### config.mk
export PLATFORM = sky130hd
export DESIGN_NAME = ieee488_device_port
export DESIGN_NICKNAME = d
export VERILOG_FILES = /design/src/rtl/ieee488_device_port.sv
export SDC_FILE = /design/constraint.sdc
export NUM_CORES = 1
export LEC_CHECK = 0
export BUFFER_PORTS_ARGS = -buffer_cell sky130_fd_sc_hd__buf_4
export CORE_MARGIN = 10
export CORE_UTILIZATION = 32
export DETAILED_ROUTE_END_ITERATION = 10
export PLACE_DENSITY_LB_ADDON = 0.2
export SLEW_MARGIN = 25
export SYNTH_ARGS = -nofsm -noshare
export SYNTH_HDL_FRONTEND = slang
export SYNTH_SLANG_ARGS = --single-unit
### constraint.sdc
create_clock -name clk -period 3.3 [get_ports clk]
set_input_delay 0.66 -clock clk [delete_from_list [all_inputs] [get_ports clk]]
set_output_delay 0.66 -clock clk [all_outputs]
set_load 0.01 [all_outputs]
### src/rtl/ieee488_device_port.sv
// rtl/ieee488_device_port.sv - IEEE-488 device-side port: acceptor, source and ATN command decode
//
// Purpose:
//   Peripheral end of the PET IEEE-488 bus for one primary address. The
//   acceptor handshake receives command bytes (under ATN) and data bytes (when
//   addressed to listen); the source handshake talks host bytes onto the bus
//   when addressed to talk. Bus lines are active-low and the *_o outputs are
//   open-collector style: 1 releases the line, 0 pulls it low.
//
// Ports:
//   clk, reset, ce        system clock, sync active-high reset, 1 MHz enable
//   ieee488_*_i           sampled bus lines (active-low)
//   ieee488_*_o           bus drivers (0 = assert, 1 = release; data FF = released)
//   rx_data/rx_eoi/rx_valid/rx_ready   received byte holding register to host
//   tx_data/tx_eoi/tx_valid/tx_ready   byte from host to talk; tx_ready pulses on latch
//   listening/talking     addressed state
//   sec_addr/sec_cmd/sec_strobe        last secondary address accepted for this device
module ieee488_device_port #(
   parameter int DEV_ADDR = 8,
   parameter int SETTLE   = 2
) (
   input  logic       clk,
   input  logic       reset,
   input  logic       ce,
   input  logic [7:0] ieee488_data_i,
   input  logic       ieee488_atn_i,
   input  logic       ieee488_ifc_i,
   input  logic       ieee488_dav_i,
   input  logic       ieee488_eoi_i,
   input  logic       ieee488_nrfd_i,
   input  logic       ieee488_ndac_i,
   output logic [7:0] ieee488_data_o,
   output logic       ieee488_dav_o,
   output logic       ieee488_eoi_o,
   output logic       ieee488_nrfd_o,
   output logic       ieee488_ndac_o,
   output logic [7:0] rx_data,
   output logic       rx_eoi,
   output logic       rx_valid,
   input  logic       rx_ready,
   input  logic [7:0] tx_data,
   input  logic       tx_eoi,
   input  logic       tx_valid,
   output logic       tx_ready,
   output logic       listening,
   output logic       talking,
   output logic [4:0] sec_addr,
   output logic [2:0] sec_cmd,
   output logic       sec_strobe
);

   localparam logic [4:0] MY_ADDR    = 5'(DEV_ADDR);
   localparam logic [7:0] LISTEN_CMD = {3'b001, MY_ADDR};
   localparam logic [7:0] TALK_CMD   = {3'b010, MY_ADDR};
   localparam logic [7:0] UNLISTEN   = 8'h3F;
   // Settle counter runs 0..SETTLE-1; a SETTLE of 0 behaves like 1.
   localparam int         CW          = (SETTLE > 1) ? $clog2(SETTLE) : 1;
   localparam logic [CW-1:0] SETTLE_LAST = (SETTLE > 1) ? CW'(SETTLE - 1) : '0;

   typedef enum logic [1:0] {A_IDLE, A_READY, A_ACCEPTED} acc_state_t;
   typedef enum logic [1:0] {S_IDLE, S_SETTLE, S_WAIT_RFD, S_WAIT_DAC} src_state_t;

   acc_state_t acc_state_q, acc_state_d;
   src_state_t src_state_q, src_state_d;
   logic [CW-1:0] cnt_q, cnt_d;
   logic       listening_q, listening_d;
   logic       talking_q, talking_d;
   logic       armed_q, armed_d;       // our LISTEN/TALK was the last accepted byte
   logic [4:0] sec_addr_q, sec_addr_d;
   logic [2:0] sec_cmd_q, sec_cmd_d;
   logic       sec_strobe_q, sec_strobe_d;
   logic [7:0] rx_data_q, rx_data_d;
   logic       rx_eoi_q, rx_eoi_d;
   logic       rx_valid_q, rx_valid_d;
   logic       tx_ready_q, tx_ready_d;
   logic [7:0] data_out_q, data_out_d;
   logic       dav_out_q, dav_out_d;
   logic       eoi_out_q, eoi_out_d;

   logic       bus_clear;
   logic       acc_active;
   logic       src_active;
   logic [7:0] bus_byte;
   logic       acc_nrfd;
   logic       acc_ndac;

   assign bus_clear  = reset | ~ieee488_ifc_i;
   assign acc_active = ~ieee488_atn_i | listening_q;
   assign src_active = talking_q & ieee488_atn_i;
   assign bus_byte   = ~ieee488_data_i;

   always_ff @(posedge clk) begin
      if (bus_clear) begin
         acc_state_q  <= A_IDLE;
         src_state_q  <= S_IDLE;
         cnt_q        <= '0;
         listening_q  <= 1'b0;
         talking_q    <= 1'b0;
         armed_q      <= 1'b0;
         sec_addr_q   <= '0;
         sec_cmd_q    <= '0;
         sec_strobe_q <= 1'b0;
         rx_data_q    <= '0;
         rx_eoi_q     <= 1'b0;
         rx_valid_q   <= 1'b0;
         tx_ready_q   <= 1'b0;
         data_out_q   <= 8'hFF;
         dav_out_q    <= 1'b1;
         eoi_out_q    <= 1'b1;
      end else begin
         acc_state_q  <= acc_state_d;
         src_state_q  <= src_state_d;
         cnt_q        <= cnt_d;
         listening_q  <= listening_d;
         talking_q    <= talking_d;
         armed_q      <= armed_d;
         sec_addr_q   <= sec_addr_d;
         sec_cmd_q    <= sec_cmd_d;
         sec_strobe_q <= sec_strobe_d;
         rx_data_q    <= rx_data_d;
         rx_eoi_q     <= rx_eoi_d;
         rx_valid_q   <= rx_valid_d;
         tx_ready_q   <= tx_ready_d;
         data_out_q   <= data_out_d;
         dav_out_q    <= dav_out_d;
         eoi_out_q    <= eoi_out_d;
      end
   end

   // Acceptor handshake and ATN command decode.
   always_comb begin
      acc_state_d  = acc_state_q;
      listening_d  = listening_q;
      talking_d    = talking_q;
      armed_d      = armed_q;
      sec_addr_d   = sec_addr_q;
      sec_cmd_d    = sec_cmd_q;
      sec_strobe_d = 1'b0;
      rx_data_d    = rx_data_q;
      rx_eoi_d     = rx_eoi_q;
      rx_valid_d   = rx_valid_q;
      acc_nrfd     = 1'b1;
      acc_ndac     = 1'b1;

      if (acc_active) begin
         unique case (acc_state_q)
            A_READY: begin
               acc_ndac = 1'b0;
               // Hold off the talker while the host still owns the previous data byte.
               acc_nrfd = ~(ieee488_atn_i & rx_valid_q);
            end
            A_ACCEPTED: acc_nrfd = 1'b0;
            default: ;
         endcase
      end

      if (rx_valid_q && rx_ready) rx_valid_d = 1'b0;

      if (!acc_active) begin
         acc_state_d = A_IDLE;
      end else if (ce) begin
         unique case (acc_state_q)
            A_IDLE: acc_state_d = A_READY;
            A_READY: begin
               if (!ieee488_dav_i && acc_nrfd) begin
                  acc_state_d = A_ACCEPTED;
                  armed_d     = 1'b0;
                  if (ieee488_atn_i) begin
                     rx_data_d  = bus_byte;
                     rx_eoi_d   = ~ieee488_eoi_i;
                     rx_valid_d = 1'b1;
                  end else if (bus_byte == LISTEN_CMD) begin
                     listening_d = 1'b1;
                     talking_d   = 1'b0;
                     armed_d     = 1'b1;
                  end else if (bus_byte == UNLISTEN) begin
                     listening_d = 1'b0;
                  end else if (bus_byte == TALK_CMD) begin
                     talking_d   = 1'b1;
                     listening_d = 1'b0;
                     armed_d     = 1'b1;
                  end else if (bus_byte[7:5] == 3'b010) begin
                     // TALK to another device or UNTALK
                     talking_d = 1'b0;
                  end else if (bus_byte[7:5] == 3'b011 || bus_byte[7]) begin
                     if (armed_q) begin
                        sec_addr_d   = bus_byte[4:0];
                        sec_cmd_d    = bus_byte[7:5];
                        sec_strobe_d = 1'b1;
                     end
                  end
               end
            end
            A_ACCEPTED: if (ieee488_dav_i) acc_state_d = A_READY;
            default: acc_state_d = A_IDLE;
         endcase
      end
   end

   // Source handshake. Leaving the talk-active condition drops everything at once.
   always_comb begin
      src_state_d = src_state_q;
      cnt_d       = cnt_q;
      tx_ready_d  = 1'b0;
      data_out_d  = data_out_q;
      dav_out_d   = dav_out_q;
      eoi_out_d   = eoi_out_q;

      if (!src_active) begin
         src_state_d = S_IDLE;
         data_out_d  = 8'hFF;
         dav_out_d   = 1'b1;
         eoi_out_d   = 1'b1;
      end else if (ce) begin
         unique case (src_state_q)
            S_IDLE: begin
               if (tx_valid) begin
                  data_out_d  = ~tx_data;
                  eoi_out_d   = ~tx_eoi;
                  tx_ready_d  = 1'b1;
                  cnt_d       = '0;
                  src_state_d = S_SETTLE;
               end
            end
            S_SETTLE: begin
               if (cnt_q == SETTLE_LAST) src_state_d = S_WAIT_RFD;
               else cnt_d = cnt_q + 1'b1;
            end
            S_WAIT_RFD: begin
               // NDAC released as well means nobody is listening: keep waiting.
               if (ieee488_nrfd_i && !ieee488_ndac_i) begin
                  dav_out_d   = 1'b0;
                  src_state_d = S_WAIT_DAC;
               end
            end
            S_WAIT_DAC: begin
               if (ieee488_ndac_i) begin
                  dav_out_d   = 1'b1;
                  eoi_out_d   = 1'b1;
                  data_out_d  = 8'hFF;
                  src_state_d = S_IDLE;
               end
            end
            default: src_state_d = S_IDLE;
         endcase
      end
   end

   assign ieee488_data_o = data_out_q;
   assign ieee488_dav_o  = dav_out_q;
   assign ieee488_eoi_o  = eoi_out_q;
   assign ieee488_nrfd_o = acc_nrfd;
   assign ieee488_ndac_o = acc_ndac;
   assign rx_data        = rx_data_q;
   assign rx_eoi         = rx_eoi_q;
   assign rx_valid       = rx_valid_q;
   assign tx_ready       = tx_ready_q;
   assign listening      = listening_q;
   assign talking        = talking_q;
   assign sec_addr       = sec_addr_q;
   assign sec_cmd        = sec_cmd_q;
   assign sec_strobe     = sec_strobe_q;

endmodule
== Word-level counts from Yosys, hierarchy flattened ==
Cells that the tools add are included.

* Bits of input ports: 28
* Bits in registers: 38
* Word-level logic and storage cells: 125

* $add $sub $neg: 1
* Eq/ne operators: 17
* Reduce and logical (&&, ||, !) cells: 27
* Mux-type cells: 42
* Bitwise gates (word level): 22

{| class="wikitable"
|+ Operators by type and width
! kind !! count
|-
| two-way mux 1 bit || 27
|-
| equality test 8 x 6 -> 1 bit (second input constant) || 2
|-
| two-way mux 8 bit || 2
|-
| inverter 1 bit || 16
|-
| inverter 8 bit || 2
|-
| one-hot mux 8 bit (2 select lines) || 1
|-
| AND reduction 4 bit || 4
|-
| != test 2 bit (second input constant) || 7
|-
| two-way mux 2 bit || 6
|-
| AND reduction 11 bit || 1
|-
| OR reduction 11 bit || 1
|-
| AND reduction 5 bit || 2
|-
| equality test 8 x 7 -> 1 bit (second input constant) || 1
|-
| one-hot mux 1 bit (2 select lines) || 4
|-
| one-hot mux 2 bit (4 select lines) || 1
|-
| AND reduction 7 bit || 1
|-
| equality test 2 bit (second input constant) || 3
|-
| equality test 3 x 2 -> 1 bit (second input constant) || 2
|-
| one-hot mux 2 bit (3 select lines) || 1
|-
| AND reduction 6 bit || 1
|-
| nonzero test 2 bit || 3
|-
| nonzero test 3 bit || 2
|-
| equality test 2 x 1 -> 1 bit (second input constant) || 2
|-
| logical NOT 2 bit || 2
|-
| other kinds (9) || 15
|}

== Depth between registers and ports, before layout ==
* Depth in word-level cells: 9
* Gate-level depth with buffers: 7
* Depth with buffers taken out: 6

== Worst setup path after synthesis ==
No wires, ideal clock.

* Path kind: input-to-output
* Start point: in ieee488_atn_i
* End point: out ieee488_nrfd_o
* Required time: 2.640 ns
* Slack: 1.444 ns
* Data arrival time: 1.196 ns
* Buffers on the path: 1
* Cell stages on the path: 4
* Path through: clkbuf_1 > nand4b_1 > nand2_1 > a21oi_1

* Cells in the longest elaborated chain, start to end: 4

{| class="wikitable"
|+ Ends and longest elaborated chain
! element !! RTL line !! RTL
|-
| start: declaration || 26 || <nowiki>input logic ieee488_atn_i,</nowiki>
|-
| AND 1 bit || 150 || <nowiki>acc_nrfd = ~(ieee488_atn_i & rx_valid_q);</nowiki>
|-
| inverter 1 bit || 150 ||
|-
| one-hot mux 1 bit (2 select lines) || 146 || <nowiki>unique case (acc_state_q)</nowiki>
|-
| two-way mux 1 bit (*) || 145 || <nowiki>if (acc_active) begin</nowiki>
|-
| end: declaration || 35 || <nowiki>output logic ieee488_nrfd_o,</nowiki>
|}

Mark *: on every way between the ends. The rest lies on a longest branch, timed or not.

== Worst setup path after layout ==
* Start point: reg acc_state_q[0]
* End point: out ieee488_nrfd_o

* Cells in the longest elaborated chain, start to end: 3

{| class="wikitable"
|+ Ends and longest elaborated chain
! element !! RTL line !! RTL
|-
| start: declaration || 63 || <nowiki>acc_state_t acc_state_q, acc_state_d;</nowiki>
|-
| start signal: assignment || 111 || <nowiki>acc_state_q <= acc_state_d;</nowiki>
|-
| equality test 2 bit or equality test 2 x 1 -> 1 bit (tied branches) || 146 ||
|-
| one-hot mux 1 bit (2 select lines) (*) || 146 ||
|-
| two-way mux 1 bit (*) || 145 ||
|}

Marks and branches as above.

==> results_dict.tcl <==
set metrics [dict create \
    root_buffer "clkbuf_8" \
    grt.total_usage_pct 10.3 \
    powerDensity_nw_per_um2 396 \
    synth_edf_count 0 \
    io_pins 62 \
    ys_ff_latch 38 \
    synth_top_area_share_pct 43.4 \
    worstSetupStartpointType "flop" \
    drv_cap 0 \
    slew_headroom_pct 45.0 \
    ys_warn_count 0 \
    synth_area_um2 1750 \
    synthArstFlopShare_pct 0 \
    r2r_slack_ns 1.52 \
    netlist_instances 193 \
    grt_pass1_wl_um 7360 \
    grt-ovfl-total 0 \
    switching_share_pct 22.8 \
    cts_tree "yes" \
    initial_core_util_pct 33.7 \
    cts_resized 0 \
    fin_skew_ns 0.00543 \
    die_width_um 94.0 \
    final_util_pct 45.0 \
    period_minus_slack_ns 1.91 \
    grt_pass1_vias 1506 \
    hold_start "ieee488_data_o[2]$_SDFFE_PP1P_" \
    via_per_inst 4.70 \
    synth_cell_types 40 \
    first_pass_iters 4 \
    ant_nets 0 \
    critical_path_class "reg2out" \
    final_cells 322 \
    p_int_mw 0.717 \
    grt_use_met1_pct 12.5 \
    min_path_type "reg2reg" \
    wire_per_inst_um 14.2 \
    grt_use_met3_pct 3.28 \
    pre_cts_ws_ns 1.14 \
    min_path_cells 2 \
    synth_commonest_cells "dfxtp_1 (38), nor2_1 (25), a211oi_1 (17)" \
    synthTopCellsByArea "dfxtp_1 (43%), a211oi_1 (7.3%), mux2i_1 (5.7%), nor2_1 (5.4%), nand2b_1 (5.0%)" \
    synthesis.nets 226 \
    place_inst 314 \
    gp_congestion 0.821 \
    clk_latency_ns 0.29 \
    total_power_mw 0.929 \
    end_kind "output pin" \
    drive_gt1_share_pct 29.0 \
    synth_ff_type "dfxtp_1" \
    synthToLayoutAreaGrowth_pct 33.8 \
    hold_ws_ns 0.481 \
    synth_area_per_cell_um2 9.08 \
    finalSetupTns_ns 0 \
    use_met2_pct 16.1 \
    postCtsHoldBufs 0 \
    drt_iter0_drc 51 \
    wl_um 4560 \
    ys_seq_area_share_pct 43.4 \
    min_to "ieee488_data_o[2]$_SDFFE_PP1P_" \
    maxSlewViolCount 0 \
    vias 1513 \
    clockBufferDepth 2 \
    r2r_end "rx_data[6]$_SDFFE_PP0P_" \
    peakVddDrop_uv 208 \
    rsz0062_at_grt "false" \
    antenna_found_initial 0 \
    cts_setup_buffers 0 \
    cts.sinks 38 \
    numCtsBuffers 5 \
    final_net_count 284 \
    dieArea_um2 8830 \
    p_clk_share_pct 43.4 \
    path_clk_slew_ns 0.08 \
    reg2reg_depth 4 \
    hold_viol_final 0 \
    postLayoutSetupSlackWorst_ns 1.39 \
    switchingPower_mw 0.211 \
    grt-busiest-layer "met2" \
    antenna_cells 0 \
    total_leakage_power_nw 0.964 \
    r2r-start "acc_state_q[0]$_SDFFE_PP0P_" \
    hpwlAfterDp_um 3480 \
    die_height_um 94.0 \
    drc_errors 0 \
    grt_max_degree 22 \
    port_buffers 61 \
    setup_violations 0 \
    core.rowCount 26 \
    cts_max_level 2 \
    combPwrFrac_pct 7.1 \
    worstPathArrival_ns 1.25 \
    p_seq_share_pct 49.4 \
    yosys.area.top_type "dfxtp_1" \
    required_ns 2.64 \
    worstMarginPinSlew_ns 0.825 \
    fin_crit_sh_pct 58.0 \
    fillCellCount 534 \
    critPathMaxFanout 8 \
    status "finished clean" \
    design_area_um2 2340 \
    place_area_um2 2230 \
    core_area_um2 5200 \
    synth_most_common_cell "dfxtp_1" \
    fmax_ghz 0.523 \
]
flip-flops by register name, summed over array words and instances (netlist names):
| signal | flops |
|---|---|
| sec_addr | 5 |
| tx_ready | 1 |
| ieee488_eoi_o | 1 |
| sec_strobe | 1 |
| rx_valid | 1 |
| talking | 1 |
| ieee488_data_o | 8 |
| acc_state_q | 2 |
| sec_cmd | 3 |
| src_state_q | 2 |
| armed_q | 1 |
| ieee488_dav_o | 1 |
| listening | 1 |
| rx_data | 8 |
| rx_eoi | 1 |
| cnt_q | 1 |
worst max-delay path: stages, from the launching register on:
cell	delay (ns)
dfxtp_1	0.47
nand2b_1	0.16
nand2_1	0.05
a21oi_1	0.14
buf_4	0.14
placed cells by master, fill, tap and decap left out, types with 2 or more instances in the layout:
cell type	n
clkbuf_8	5
a21oi_1	6
nand3_1	9
nor2_1	25
nand2_1	14
nand2b_1	14
nor2b_1	4
or4_1	2
ha_1	5
and3_1	3
o2111ai_1	2
nand4_1	2
inv_1	6
nor3b_1	2
dfxtp_1	38
a211oi_1	17
o211ai_1	2
o21ai_0	3
and4b_1	2
clkinvlp_4	2
mux2i_1	10
buf_4	62
routing by layer:
metal / up-vias / share of wire, % / routed length [um]
met5: - / 0 / 0
met1: 676 / 50 / 2300
li1: 798 / - / -
met4: 0 / 1.6 / 73
met2: 33 / 43 / 1970
met3: 6 / 4.8 / 221
final cells by class:
type | count | area, um^2 | area share (%)
Clock buffer | 5 | 68.8 | 2.94
Clock inverter | 3 | 45.0 | 1.92
Inverter | 6 | 22.5 | 0.961
Multi-Input combinational cell | 138 | 893 | 38.1
Sequential cell | 38 | 761 | 32.5
Tap cell | 70 | 87.6 | 3.74
Timing Repair Buffer | 62 | 465 | 19.9
cells by family (layout without fill, tap and decap cells):
logic type,count (synthesis),count (layout),synth area share [%]
compound gates,38,38,15.9
xor+xnor,1,1,0.500
fa+ha+maj,5,5,3.57
buf+inv,17,76,5.57
flops,38,38,43.4
mux,10,10,5.71
simple gates,84,84,25.4
power by group through the flow:
stage	sequential (mW)	clock, mW	combinational (mW)
2_1_floorplan	0.470	0	0.0293
3_3_place_gp	0.470	0	0.0667
3_5_place_dp	0.470	0	0.0667
4_1_cts	0.459	0.415	0.0670
5_1_grt	0.459	0.437	0.0733
6_report	0.459	0.403	0.0663
worst max-delay path by stage:
| stage | startpoint | end | slack (ns) | cells past startpoint |
|---|---|---|---|---|
| 2_1_floorplan | ieee488_atn_i | ieee488_nrfd_o | 1.44 | 4 |
| 3_3_place_gp | ieee488_dav_i | rx_data[6]$_SDFFE_PP0P_ | 1.15 | 5 |
| 3_5_place_dp | ieee488_dav_i | rx_data[6]$_SDFFE_PP0P_ | 1.14 | 5 |
| 4_1_cts | acc_state_q[0]$_SDFFE_PP0P_ | ieee488_nrfd_o | 1.39 | 4 |
| 5_1_grt | acc_state_q[0]$_SDFFE_PP0P_ | ieee488_nrfd_o | 1.28 | 4 |
| 6_report | acc_state_q[0]$_SDFFE_PP0P_ | ieee488_nrfd_o | 1.39 | 4 |
Note: power is estimated with default switching activity, not from simulation.
